$ cat src/rtl/seq_mult_if.sv
// Start/busy/done multiplier handshake bundle between the control unit and seq_mult.
// Latency: none. This is wiring only.
// Backpressure: none. busy tells the master that start is being ignored.
//
// Ports:
//   start     - master -> slave, operation request
//   is_signed - master -> slave, 1 = two's complement operands
//   a, b      - master -> slave, multiplicand and multiplier (WIDTH bits)
//   busy      - slave -> master, operation in flight
//   done      - slave -> master, one-cycle pulse when y is updated
//   y         - slave -> master, 2*WIDTH-bit product
interface seq_mult_if #(
    parameter int WIDTH = 32
);
    logic                   start;
    logic                   is_signed;
    logic [WIDTH-1:0]       a;
    logic [WIDTH-1:0]       b;
    logic                   busy;
    logic                   done;
    logic [2*WIDTH-1:0]     y;

    modport master (
        output start, is_signed, a, b,
        input  busy, done, y
    );

    modport slave (
        input  start, is_signed, a, b,
        output busy, done, y
    );
endinterface

$ cat src/rtl/seq_mult.sv
// Sequential shift-add multiplier for signed or unsigned operands with a full 2*WIDTH product.
// Latency: WIDTH+1 cycles from the start-sampling edge to done. Back-to-back period is WIDTH+2.
// Backpressure: start is ignored while busy. Requests are not queued.
//
// Ports:
//   clk   - rising-edge clock
//   rst_n - asynchronous active-low reset
//   bus   - seq_mult_if slave modport (start/is_signed/a/b in, busy/done/y out)
//           The interface WIDTH must equal this module's WIDTH.
module seq_mult #(
    parameter int WIDTH = 32
) (
    input  logic      clk,
    input  logic      rst_n,
    seq_mult_if.slave bus
);
    localparam int CW = $clog2(WIDTH);

    typedef enum logic [1:0] {IDLE, RUN, FIX} state_t;

    state_t               state_q, state_d;
    logic [WIDTH-1:0]     mag_a_q;
    logic [WIDTH-1:0]     mag_b_q;
    logic [WIDTH-1:0]     acc_hi_q;
    logic                 neg_q;
    logic [CW-1:0]        count_q;
    logic                 done_q;
    logic [2*WIDTH-1:0]   y_q;

    logic                 a_neg;
    logic                 b_neg;
    logic                 last_iter;
    logic [WIDTH:0]       sum;
    logic [2*WIDTH-1:0]   prod;

    assign a_neg     = bus.is_signed & bus.a[WIDTH-1];
    assign b_neg     = bus.is_signed & bus.b[WIDTH-1];
    assign last_iter = (count_q == CW'(WIDTH - 1));

    // The multiplier register doubles as the low half of the product. Each
    // iteration consumes its LSB and shifts in the adder's LSB from the top.
    assign sum  = {1'b0, acc_hi_q} + (mag_b_q[0] ? {1'b0, mag_a_q} : '0);
    assign prod = {acc_hi_q, mag_b_q};

    always_ff @(posedge clk or negedge rst_n) begin
        if (!rst_n) begin
            state_q <= IDLE;
        end else begin
            state_q <= state_d;
        end
    end

    always_comb begin
        state_d = state_q;
        case (state_q)
            IDLE:    if (bus.start) state_d = RUN;
            RUN:     if (last_iter) state_d = FIX;
            FIX:     state_d = IDLE;
            default: state_d = IDLE;
        endcase
    end

    always_ff @(posedge clk or negedge rst_n) begin
        if (!rst_n) begin
            mag_a_q  <= '0;
            mag_b_q  <= '0;
            acc_hi_q <= '0;
            neg_q    <= 1'b0;
            count_q  <= '0;
            done_q   <= 1'b0;
            y_q      <= '0;
        end else begin
            done_q <= 1'b0;
            case (state_q)
                IDLE: begin
                    if (bus.start) begin
                        // The most negative value negates to itself. Read as
                        // unsigned, that pattern is the correct magnitude 2^(W-1).
                        mag_a_q  <= a_neg ? (~bus.a + WIDTH'(1)) : bus.a;
                        mag_b_q  <= b_neg ? (~bus.b + WIDTH'(1)) : bus.b;
                        neg_q    <= a_neg ^ b_neg;
                        acc_hi_q <= '0;
                        count_q  <= '0;
                    end
                end
                RUN: begin
                    acc_hi_q <= sum[WIDTH:1];
                    mag_b_q  <= {sum[0], mag_b_q[WIDTH-1:1]};
                    // This wraps to 0 on the last iteration when WIDTH is a
                    // power of two. That is harmless because RUN is leaving.
                    count_q  <= count_q + CW'(1);
                end
                FIX: begin
                    // Negating a zero magnitude gives zero, so a negative
                    // operand times zero yields a clean 0.
                    y_q    <= neg_q ? (~prod + (2*WIDTH)'(1)) : prod;
                    done_q <= 1'b1;
                end
                default: ;
            endcase
        end
    end

    assign bus.busy = (state_q != IDLE);
    assign bus.done = done_q;
    assign bus.y    = y_q;
endmodule

$ cat src/flat_wrapper.sv
// flat-port wrapper written by rule: the top's interface ports become plain ports
module seq_mult_flat 
#(
    parameter int WIDTH = 32
)
  (clk, rst_n, bus_start, bus_is_signed, bus_a, bus_b, bus_busy, bus_done, bus_y);
  seq_mult_if #(.WIDTH(WIDTH)) bus_i ();
  input  logic clk;
  input  logic rst_n;
  input wire logic [$bits(bus_i.start)-1:0] bus_start;
  input wire logic [$bits(bus_i.is_signed)-1:0] bus_is_signed;
  input wire logic [$bits(bus_i.a)-1:0] bus_a;
  input wire logic [$bits(bus_i.b)-1:0] bus_b;
  output wire logic [$bits(bus_i.busy)-1:0] bus_busy;
  output wire logic [$bits(bus_i.done)-1:0] bus_done;
  output wire logic [$bits(bus_i.y)-1:0] bus_y;
  assign bus_i.start = bus_start;
  assign bus_i.is_signed = bus_is_signed;
  assign bus_i.a = bus_a;
  assign bus_i.b = bus_b;
  assign bus_busy = bus_i.busy;
  assign bus_done = bus_i.done;
  assign bus_y = bus_i.y;
  seq_mult #(.WIDTH(WIDTH)) u_core (.clk(clk), .rst_n(rst_n), .bus(bus_i));
endmodule
$ cat config.mk
export PLATFORM = sky130hd
export DESIGN_NAME = seq_mult_flat
export DESIGN_NICKNAME = d
export VERILOG_FILES = /design/src/rtl/seq_mult_if.sv /design/src/rtl/seq_mult.sv /design/src/flat_wrapper.sv
export SDC_FILE = /design/constraint.sdc
export NUM_CORES = 1
export LEC_CHECK = 0
export CORE_MARGIN = 2
export CORE_UTILIZATION = 35
export DETAILED_ROUTE_END_ITERATION = 6
export SYNTH_ARGS = -nofsm -noshare
export SYNTH_HDL_FRONTEND = slang
export SYNTH_SLANG_ARGS = --single-unit
$ cat constraint.sdc
create_clock -name clk -period 3.6 [get_ports clk]
set_input_delay 0.72 -clock clk [delete_from_list [all_inputs] [get_ports clk]]
set_output_delay 0.72 -clock clk [all_outputs]
set_load 0.05 [all_outputs]
Word-level counts from Yosys, hierarchy flattened
Cells that the tools add are included.

$add $sub $neg: 5. Equal/unequal tests: 5. Multiplexer cells: 14. Bitwise gates (word level): 6. Reductions and logical operators: 6.

Operator list (number): 2-to-1 mux 32 bit (5); case mux 32 bit (2 select lines) (2); adder 32 x 1 -> 32 bit, second input constant (2); adder 64 x 1 -> 64 bit, second input constant (1); 2-to-1 mux 64 bit (1); NOT 32 bit (2); NOT 64 bit (1); adder 32 x 33 -> 33 bit (1); case mux 5 bit (2 select lines) (1); AND reduction 2 bit (3); adder 5 x 1 -> 5 bit, second input constant (1); equality test 5 bit, second input constant (1); 2-to-1 mux 5 bit (1); 2-to-1 mux 2 bit (2); case mux 2 bit (2 select lines) (1); nonzero test 2 bit (2); AND 1 bit (2); equality test 2 x 1 -> 1 bit, second input constant (1); equality test 2 bit, second input constant (1); logical NOT 2 bit (1); != test 2 x 1 -> 1 bit, second input constant (1); != test 2 bit, second input constant (1); 2-to-1 mux 1 bit (1); XOR 1 bit (1).

Bits in registers: 169. Input port bits: 68. Output and inout bits: 66.

Longest topological paths before layout
Gate-level depths: netlist of run 1.

Depth after elaboration: 5. Depth in mapped cells: 13.

Worst setup path before layout of run 1
Ideal clock, no wire load.

Kind: register -> register. Start: register u_core.mag_b_q[0]. End: register u_core.acc_hi_q[23]. Arrival: 2836 ps. Required time: 3505 ps. Setup slack: 668 ps. Cell stages (with the launch flop): 14. Buffers on the path: 1. Cell sequence: dfrtp_1 > clkbuf_1 > and2_1 > ha_1 > inv_1 > fa_1 > nand2b_1 > a21oi_1 > o31ai_1 > o311ai_0 > nand4b_1 > a31oi_1 > nor2_1 > o31ai_1.

Word-level cells in the longest chain between the ends: 3.

Ends and longest elaborated chain: start, declared (line seq_mult.sv:23) `logic [WIDTH-1:0] mag_b_q;`; start signal, assigned (line seq_mult.sv:80) `mag_b_q <= b_neg ? (~bus.b + WIDTH'(1)) : bus.b;`; start signal, assigned (line seq_mult.sv:88) `mag_b_q <= {sum[0], mag_b_q[WIDTH-1:1]};`; 2-to-1 mux 32 bit (line seq_mult.sv:42) `assign sum = {1'b0, acc_hi_q} + (mag_b_q[0] ? {1'b0, mag_a_q} : '0);`; adder 32 x 33 -> 33 bit (line seq_mult.sv:42); case mux 32 bit (2 select lines) (line seq_mult.sv:74) `case (state_q)`; end signal, assigned (line seq_mult.sv:87) `acc_hi_q <= sum[WIDTH:1];`; end, declared (line seq_mult.sv:24) `logic [WIDTH-1:0] acc_hi_q;`.

Every way passes these cells. A chain may end at the register's enable or synchronous reset.

Final worst setup path of run 1
Start: register u_core.mag_a_q[0]. End: register u_core.acc_hi_q[23].

Word-level cells in the longest chain between the ends: 3.

Ends and longest elaborated chain: start, declared (line seq_mult.sv:22) `logic [WIDTH-1:0] mag_a_q;`; start signal, assigned (line seq_mult.sv:79) `mag_a_q <= a_neg ? (~bus.a + WIDTH'(1)) : bus.a;`; 2-to-1 mux 32 bit (line seq_mult.sv:42); adder 32 x 33 -> 33 bit (line seq_mult.sv:42); case mux 32 bit (2 select lines) (line seq_mult.sv:74).

Every way passes these cells.

==> results.md, run 1 <==
- Count of buffers from port buffering: 133
- Hold buffers post-CTS: 0
- Commonest non-fill, non-tap cells in the layout: 195 x sky130_fd_sc_hd__nand2_1, 192 x sky130_fd_sc_hd__o21ai_0, 168 x sky130_fd_sc_hd__dfrtp_1
- Actual slew at the worst max-slew pin: 849 ps
- Highest clock frequency the design can meet: 307 MHz
- Data required, critical path: 3940 ps
- Via count of the first global-routing pass: 9,168
- Endpoint class of the critical path: flip-flop
- Worst slew margin relative to its limit: 43.3%
- Initial antenna violation count: 3
- Footprint of the multi-input gates: 6330 um2
- Worst path arrival time: 3600 ps
- CTS Root Cell: sky130_fd_sc_hd__clkbuf_16
- Part of the cycle the worst path needs: 90.5%
- H-Tree Level Count: 4
- Post-CTS clock slew at the launch and capture registers of the worst setup and hold paths: 70 ps
- Start point of the critical path: u_core.mag_a_q[0]$_DFFE_PN0P_
- Total Power: 10.3 mW
- Antenna Violating Nets Remaining: 0
- I/O pin count: 134
- Sequential share of the synthesized area: 38.7%
- Final Max Tran Viols: 0
- Post-route DRC violation count: 0
- Leading cell type in the layout, fill and taps excluded: sky130_fd_sc_hd__nand2_1
- Clock tree from TritonCTS: built
- IR drop worst, VDD: 0.000487 V
- Fraction of post-synthesis cell area in the top cell type by area: 38.7%
- Die outline height: 181 um
- Wire per inst: 17.1 um
- PD cells: 770 nW/um2
- Proportion of register bits with asynchronous set or reset after synthesis: 100%
- Overflow left after global routing: 0
- Worst r2r dst: u_core.acc_hi_q[23]$_DFFE_PN0P_
- Via count: 9,659
- Clock buffers created by TritonCTS: 17
- Detailed Place HPWL: 23,600 um
- Die outline area: 32,600 um2
- Leakage power total: 5.49 nW
- Final worst setup slack: 341 ps
- Global-route wire length before repair: 49,700 um
- Number of synthesized flops with an enable pin: 0
- Warnings from Yosys: 0
- Maximum number of pins on one net before global-route repair: 82
- Max Clock Skew: 8.62 ps
- Hold Fails Final Rpt: 0
- Biggest fanout along the worst timing path: 3
- Per-cell via count in the routed design: 5.32
- Placer's final routability congestion estimate: 0.922
- Global-route usage over all layers: 18.9%
- Library cell with the largest summed area after synthesis: sky130_fd_sc_hd__dfrtp_1
- Share of final-layout standard cells stronger than drive strength 1: 6.43%
- Length of the first detailed-routing pass in iterations: 5
- Startpoint type of the worst setup path: flip-flop
- Total of fill cells in the finished design: 3,051
- Internal reg-to-reg setup slack: 340 ps
- Worst-case setup slack after placement: 141 ps
- Slowest library cell on the worst path: sky130_fd_sc_hd__o311ai_0
- Synthesized netlist net count: 1,396
- Final net count: 1,509
- Horizontal die dimension: 181 um
- Clock sink count: 169
- Clock Latency Late Sink: 440 ps
- Setup repair bufs after CTS: 0
- Source of the worst register-to-register timing path: u_core.mag_a_q[0]$_DFFE_PN0P_
- Number of instances in the synthesized netlist: 1,290
- Primary flip-flop cell chosen by synthesis mapping: sky130_fd_sc_hd__dfrtp_1
- CP max stage delay: 690 ps
- Number of violations reported at the end of detailed-routing iteration 0: 602
- Core footprint: 30,700 um2
- Starting utilization of the core area: 35.6%
- Minimum period implied by the final worst setup slack: 3260 ps
- Number of buffers on the longest clock path: 2
- Worst setup path category: flip-flop to flip-flop
- Worst path most repeated cell: sky130_fd_sc_hd__o31ai_1
- Syn Area/Cell: 8.46 um2
- Max-cap check violation count: 0
- Finish-stage setup viols: 0
- Post-synthesis cell type count: 67
- Flip-flop and latch count after synthesis: 169
- Top post-synthesis cells by area: sky130_fd_sc_hd__dfrtp_1 39%, sky130_fd_sc_hd__o21ai_0 8.8%, sky130_fd_sc_hd__xor2_1 7.7%, sky130_fd_sc_hd__nand2_1 6.7%, sky130_fd_sc_hd__ha_1 4.2%
- Sequential standard cell area: 4230 um2
- Unrepaired setup endpoints after global routing: false
- Routed WL: 31,000 um
- Total Neg Setup Slack: 0 ps
- Cell depth of the worst flop-to-flop path: 12
- Placement Rows: 64
- CP cell instances: and2_1, ha_1, inv_1, fa_1, nand2b_1, a21oi_1, o31ai_1, o311ai_0, nand4b_1, a31oi_1, nor2_1, o31ai_1
- Hold WC Path Type: primary input to asynchronous set/reset pin
- Count of instances resized after the clock tree is built: 0
- Synthesized cell area: 10,900 um2
- Area grow syn2layout: 22.3%
- Status: completed
-- synth_stat cells (all sizes together), types with 8 or more instances --
| cell | instances |
|---|---|
| a211oi | 8 |
| a21o | 12 |
| a21oi | 68 |
| a22oi | 25 |
| a31oi | 10 |
| and2 | 37 |
| buf | 8 |
| clkbuf | 62 |
| dfrtp | 169 |
| ha | 37 |
| inv | 24 |
| nand2 | 196 |
| nand2b | 13 |
| nand3 | 22 |
| nand4 | 10 |
| nor2 | 68 |
| nor3 | 21 |
| nor4 | 16 |
| o21ai | 195 |
| o31ai | 29 |
| o41ai | 13 |
| or2 | 10 |
| or3 | 19 |
| or4 | 16 |
| xnor2 | 47 |
| xor2 | 96 |
-- layout make-up --
type	count	area share (%)
Sequential cell	169	31.7
Antenna cell	3	0.0562
Timing Repair Buffer	164	12.1
Inverter	24	0.675
Multi-Input combinational cell	1027	47.4
Clock inverter	13	0.993
Clock buffer	19	3.39
Tap cell	396	3.71
-- layer usage --
layer | track usage (%) | share of wire (%)
met5 | 0 | 0
met4 | 4.97 | 1.5
met3 | 2.59 | 4.2
met2 | 28.9 | 44
met1 | 28.0 | 50
-- through the flow --
stage | utilization [%] | hold slack [ps] | cell area, um2 | cells
after floorplan | - | 424 | 10900 | 1290
after global placement | 41.6 | 456 | 12800 | 1780
after detailed placement | 41.6 | 463 | 12800 | 1780
after CTS | 43.5 | 336 | 13300 | 1812
after global routing | 43.5 | 355 | 13400 | 1815
final | 43.5 | 309 | 13400 | 1815
-- registers in the layout (all words and copies together), names as in the netlist --
name	count
u_core.neg_q	1
u_core.mag_b_q	32
u_core.mag_a_q	32
u_core.bus.done	1
u_core.state_q	2
u_core.acc_hi_q	32
u_core.bus.y	64
u_core.count_q	5
-- kinds of logic after synthesis --
logic type / after synthesis / share of synthesized area [%]
AO/OA/AOI/OAI: 395 / 21.7
XOR/XNOR: 143 / 11.5
adder cells (fa/ha/maj): 38 / 4.42
buffers and inverters: 94 / 3.48
flip-flops: 169 / 38.7
multiplexers: 3 / 0.275
AND/OR/NAND/NOR: 448 / 19.9
-- critical path: cells and delay by family, from the launching register on --
| family | cells | cell delay (ps) |
|---|---|---|
| compound gates | 5 | 1510 |
| simple gates | 4 | 650 |
| fa+ha+maj | 2 | 540 |
| flops | 1 | 400 |
| buf+inv | 1 | 50 |
-- worst max path at each step --
stage	end	slack, ps	cells past startpoint
after CTS	u_core.acc_hi_q[24]$_DFFE_PN0P_	400	11
final	u_core.acc_hi_q[23]$_DFFE_PN0P_	340	12
after detailed placement	u_core.mag_a_q[28]$_DFFE_PN0P_	140	8
after global placement	u_core.mag_a_q[28]$_DFFE_PN0P_	170	8
after floorplan	u_core.acc_hi_q[23]$_DFFE_PN0P_	670	13
after global routing	u_core.acc_hi_q[23]$_DFFE_PN0P_	110	12
-- power breakdown --
part / switching (mW) / internal (mW)
combinational: 2.90 / 2.02
clock: 0.858 / 1.01
sequential: 0.924 / 2.57
(Power assumes the default switching activity.)
==> inputs of run 2 (changes only) <==
Settings changed: SLEW_MARGIN from default to 20.
==> results of run 2 <==
Same layout as run 1: the final DEF is identical, and so are final timing and power.
==> inputs of run 3 (changes only) <==
Settings changed: GPL_TIMING_DRIVEN from default to 0.
==> results.md, run 3 (synthesis results as in run 1) <==
- Number of buffers on the longest clock path: 2 (unchanged)
- Post-route DRC violation count: 0 (unchanged)
- Worst path most repeated cell: sky130_fd_sc_hd__a21oi_1
- Slowest library cell on the worst path: sky130_fd_sc_hd__or4_1
- Leakage power total: 5.45 nW (-0.70%)
- Via count of the first global-routing pass: 9,746 (+6.3%)
- Switch Pwr: 4.86 mW (+3.9%)
- Data required, critical path: 3960 ps (+20 ps)
- Clock buffers created by TritonCTS: 17 (unchanged)
- Highest clock frequency the design can meet: 292 MHz (-4.8%)
- Final Max Tran Viols: 0 (unchanged)
- Core footprint: 30,700 um2 (unchanged)
- Cell-internal power: 5.58 mW (-0.43%)
- Core occupancy in the finished layout: 43.7% (+0.20 points)
- Die outline area: 32,600 um2 (unchanged)
- Worst path arrival time: 3780 ps (+180 ps)
- Starting utilization of the core area: 35.6% (unchanged)
- Initial antenna violation count: 0 (-3)
- Post-CTS clock slew at the launch and capture registers of the worst setup and hold paths: 70 ps (about the same)
- Worst setup path category: flip-flop to flip-flop
- Proportion of power drawn by combinational gates: 48.9% (+1.1 points)
- Via count: 9,930 (+2.8%)
- Worst Path Buf+Inv: 2 (+1)
- Maximum number of pins on one net before global-route repair: 88 (+7.3%)
- Actual slew at the worst max-slew pin: 912 ps (+62.7 ps)
- Max-cap check violation count: 0 (unchanged)
- Horizontal die dimension: 181 um (unchanged)
- Placer's final routability congestion estimate: 0.977 (+5.9%)
- Final net count: 1,552 (+2.8%)
- Detailed Place HPWL: 26,000 um (+10%)
- Status: completed
- Overflow left after global routing: 0 (unchanged)
- Diode count: 0 (-3)
- Sw Share: 46.6% (+1.1 points)
- Max Clock Skew: 11.9 ps (+3.25 ps)
- Total Neg Setup Slack: 0 ps (unchanged)
- Hold WC Path Type: primary input to asynchronous set/reset pin
- CP max stage delay: 600 ps (-90 ps)
- Part of the cycle the worst path needs: 95.1% (+4.6 points)
- Area grow syn2layout: 22.9%
- Max reg flops: 64 (unchanged)
- I/O pin count: 134 (unchanged)
- Biggest fanout along the worst timing path: 10 (+7)
- Unrepaired setup endpoints after global routing: false
- Wire per inst: 17.8 um (+4.4%)
- Share of final-layout standard cells stronger than drive strength 1: 4.66% (-1.8 points)
- Leading cell type in the layout, fill and taps excluded: sky130_fd_sc_hd__nand2_1
- Length of the first detailed-routing pass in iterations: 5 (unchanged)
- Routed WL: 33,000 um (+6.7%)
- CTS Root Cell: sky130_fd_sc_hd__clkbuf_16
- Per-cell via count in the routed design: 5.35 (+0.59%)
- PD cells: 778 nW/um2 (+1.1%)
- Die outline height: 181 um (unchanged)
- Endpoint class of the critical path: flip-flop
- Number of violations reported at the end of detailed-routing iteration 0: 738 (+23%)
- Clock tree from TritonCTS: built
- Minimum period implied by the final worst setup slack: 3420 ps (+165 ps)
- Startpoint type of the worst setup path: flip-flop
- Placement Rows: 64 (unchanged)
- Delay-heaviest family, CP: compound AO/OA/AOI/OAI gates
- CP cell instances: buf_2, nand2_1, inv_1, ha_1, a21o_1, a21oi_1, o21a_1, or4_1, a211oi_1, a21oi_1, xor2_1, o21ai_0
- Clk network pwr share: 18.2% (about the same)
- Count of buffers from port buffering: 133 (unchanged)
- Hold Fails Final Rpt: 0 (unchanged)
- Final worst setup slack: 176 ps (-165 ps)
- Worst-case setup slack after placement: -385 ps (-526 ps)
- Worst slew margin relative to its limit: 38.7% (-4.6 points)
- Sequential group share of total power: 33.0% (-1.0 points)
- Clock Latency Late Sink: 440 ps (about the same)
- Commonest non-fill, non-tap cells in the layout: 196 x sky130_fd_sc_hd__nand2_1, 192 x sky130_fd_sc_hd__o21ai_0, 168 x sky130_fd_sc_hd__dfrtp_1
- Global-route wire length before repair: 53,400 um (+7.5%)
- IR drop worst, VDD: 0.000450 V (-7.7%)
- Finish-stage setup viols: 0 (unchanged)
- Clock sink count: 169 (unchanged)
- H-Tree Level Count: 4 (unchanged)
- Global-route usage over all layers: 20.4% (+1.5 points)
- Minimum hold slack: 279 ps (-30.8 ps)
- Antenna Violating Nets Remaining: 0 (unchanged)
run 3: through the flow:
stage               instances  cell area, um2  total power, mW
finish                   1855           13400             10.4
global route             1855           13400             11.3
floorplan                1290           10900             6.81
CTS                      1852           13400             10.4
detailed placement       1820           12800             8.47
global placement         1819           12700             8.39
run 3: path summary, 6_finish.rpt:
check                                              start                         endpoint  slack (ps)  cells after the start
max in group asynchronous                          rst_n   u_core.acc_hi_q[7]$_DFFE_PN0P_        2460                      2
min                                                rst_n    u_core.count_q[4]$_DFFE_PN0P_         280                      1
max                        u_core.mag_b_q[0]$_DFFE_PN0P_  u_core.acc_hi_q[24]$_DFFE_PN0P_         180                     12
max reg2reg                u_core.mag_b_q[0]$_DFFE_PN0P_  u_core.acc_hi_q[24]$_DFFE_PN0P_         180                     12
min reg2reg                 u_core.bus.y[41]$_DFFE_PN0P_     u_core.bus.y[41]$_DFFE_PN0P_         480                      2
min in group clk            u_core.bus.y[41]$_DFFE_PN0P_     u_core.bus.y[41]$_DFFE_PN0P_         480                      2
run 3: final cells by class:
type                       instances  area [um2]
sequential                       169        4230
clock buffer                      17         425
tap                              396         495
clock inverter                    15         175
buffer                            70         292
multi-input combinational       1027        6320
inverter                          24        90.1
fill                            3059       17300
timing repair buffer             137        1390
run 3: power by group through the flow:
stage | Sequential (mW) | Combinational [mW] | Clock, mW
2_1_floorplan | 3.38 | 3.44 | 0
5_1_grt | 3.53 | 5.70 | 2.02
4_1_cts | 3.42 | 5.03 | 1.92
6_report | 3.44 | 5.10 | 1.90
3_5_place_dp | 3.46 | 5.00 | 0
3_3_place_gp | 3.44 | 4.95 | 0
run 3: layer usage:
layer	GRT usage [%]	share of wire, %	vias up
li1	-	-	4910
met1	28.9	48	4691
met2	32.3	45	291
met3	3.58	5.4	38
met4	4.68	1.6	0
met5	0	0	-
run 3: timing repair:
| action | 4_1_cts | 5_1_grt |
|---|---|---|
| pin swaps | 0 | 1 |
| setup endpoints to repair | 7 | 13 |
| setup buffers | 0 | 3 |
| hold buffers | 0 | 0 |
| gates resized for setup | 4 | 3 |
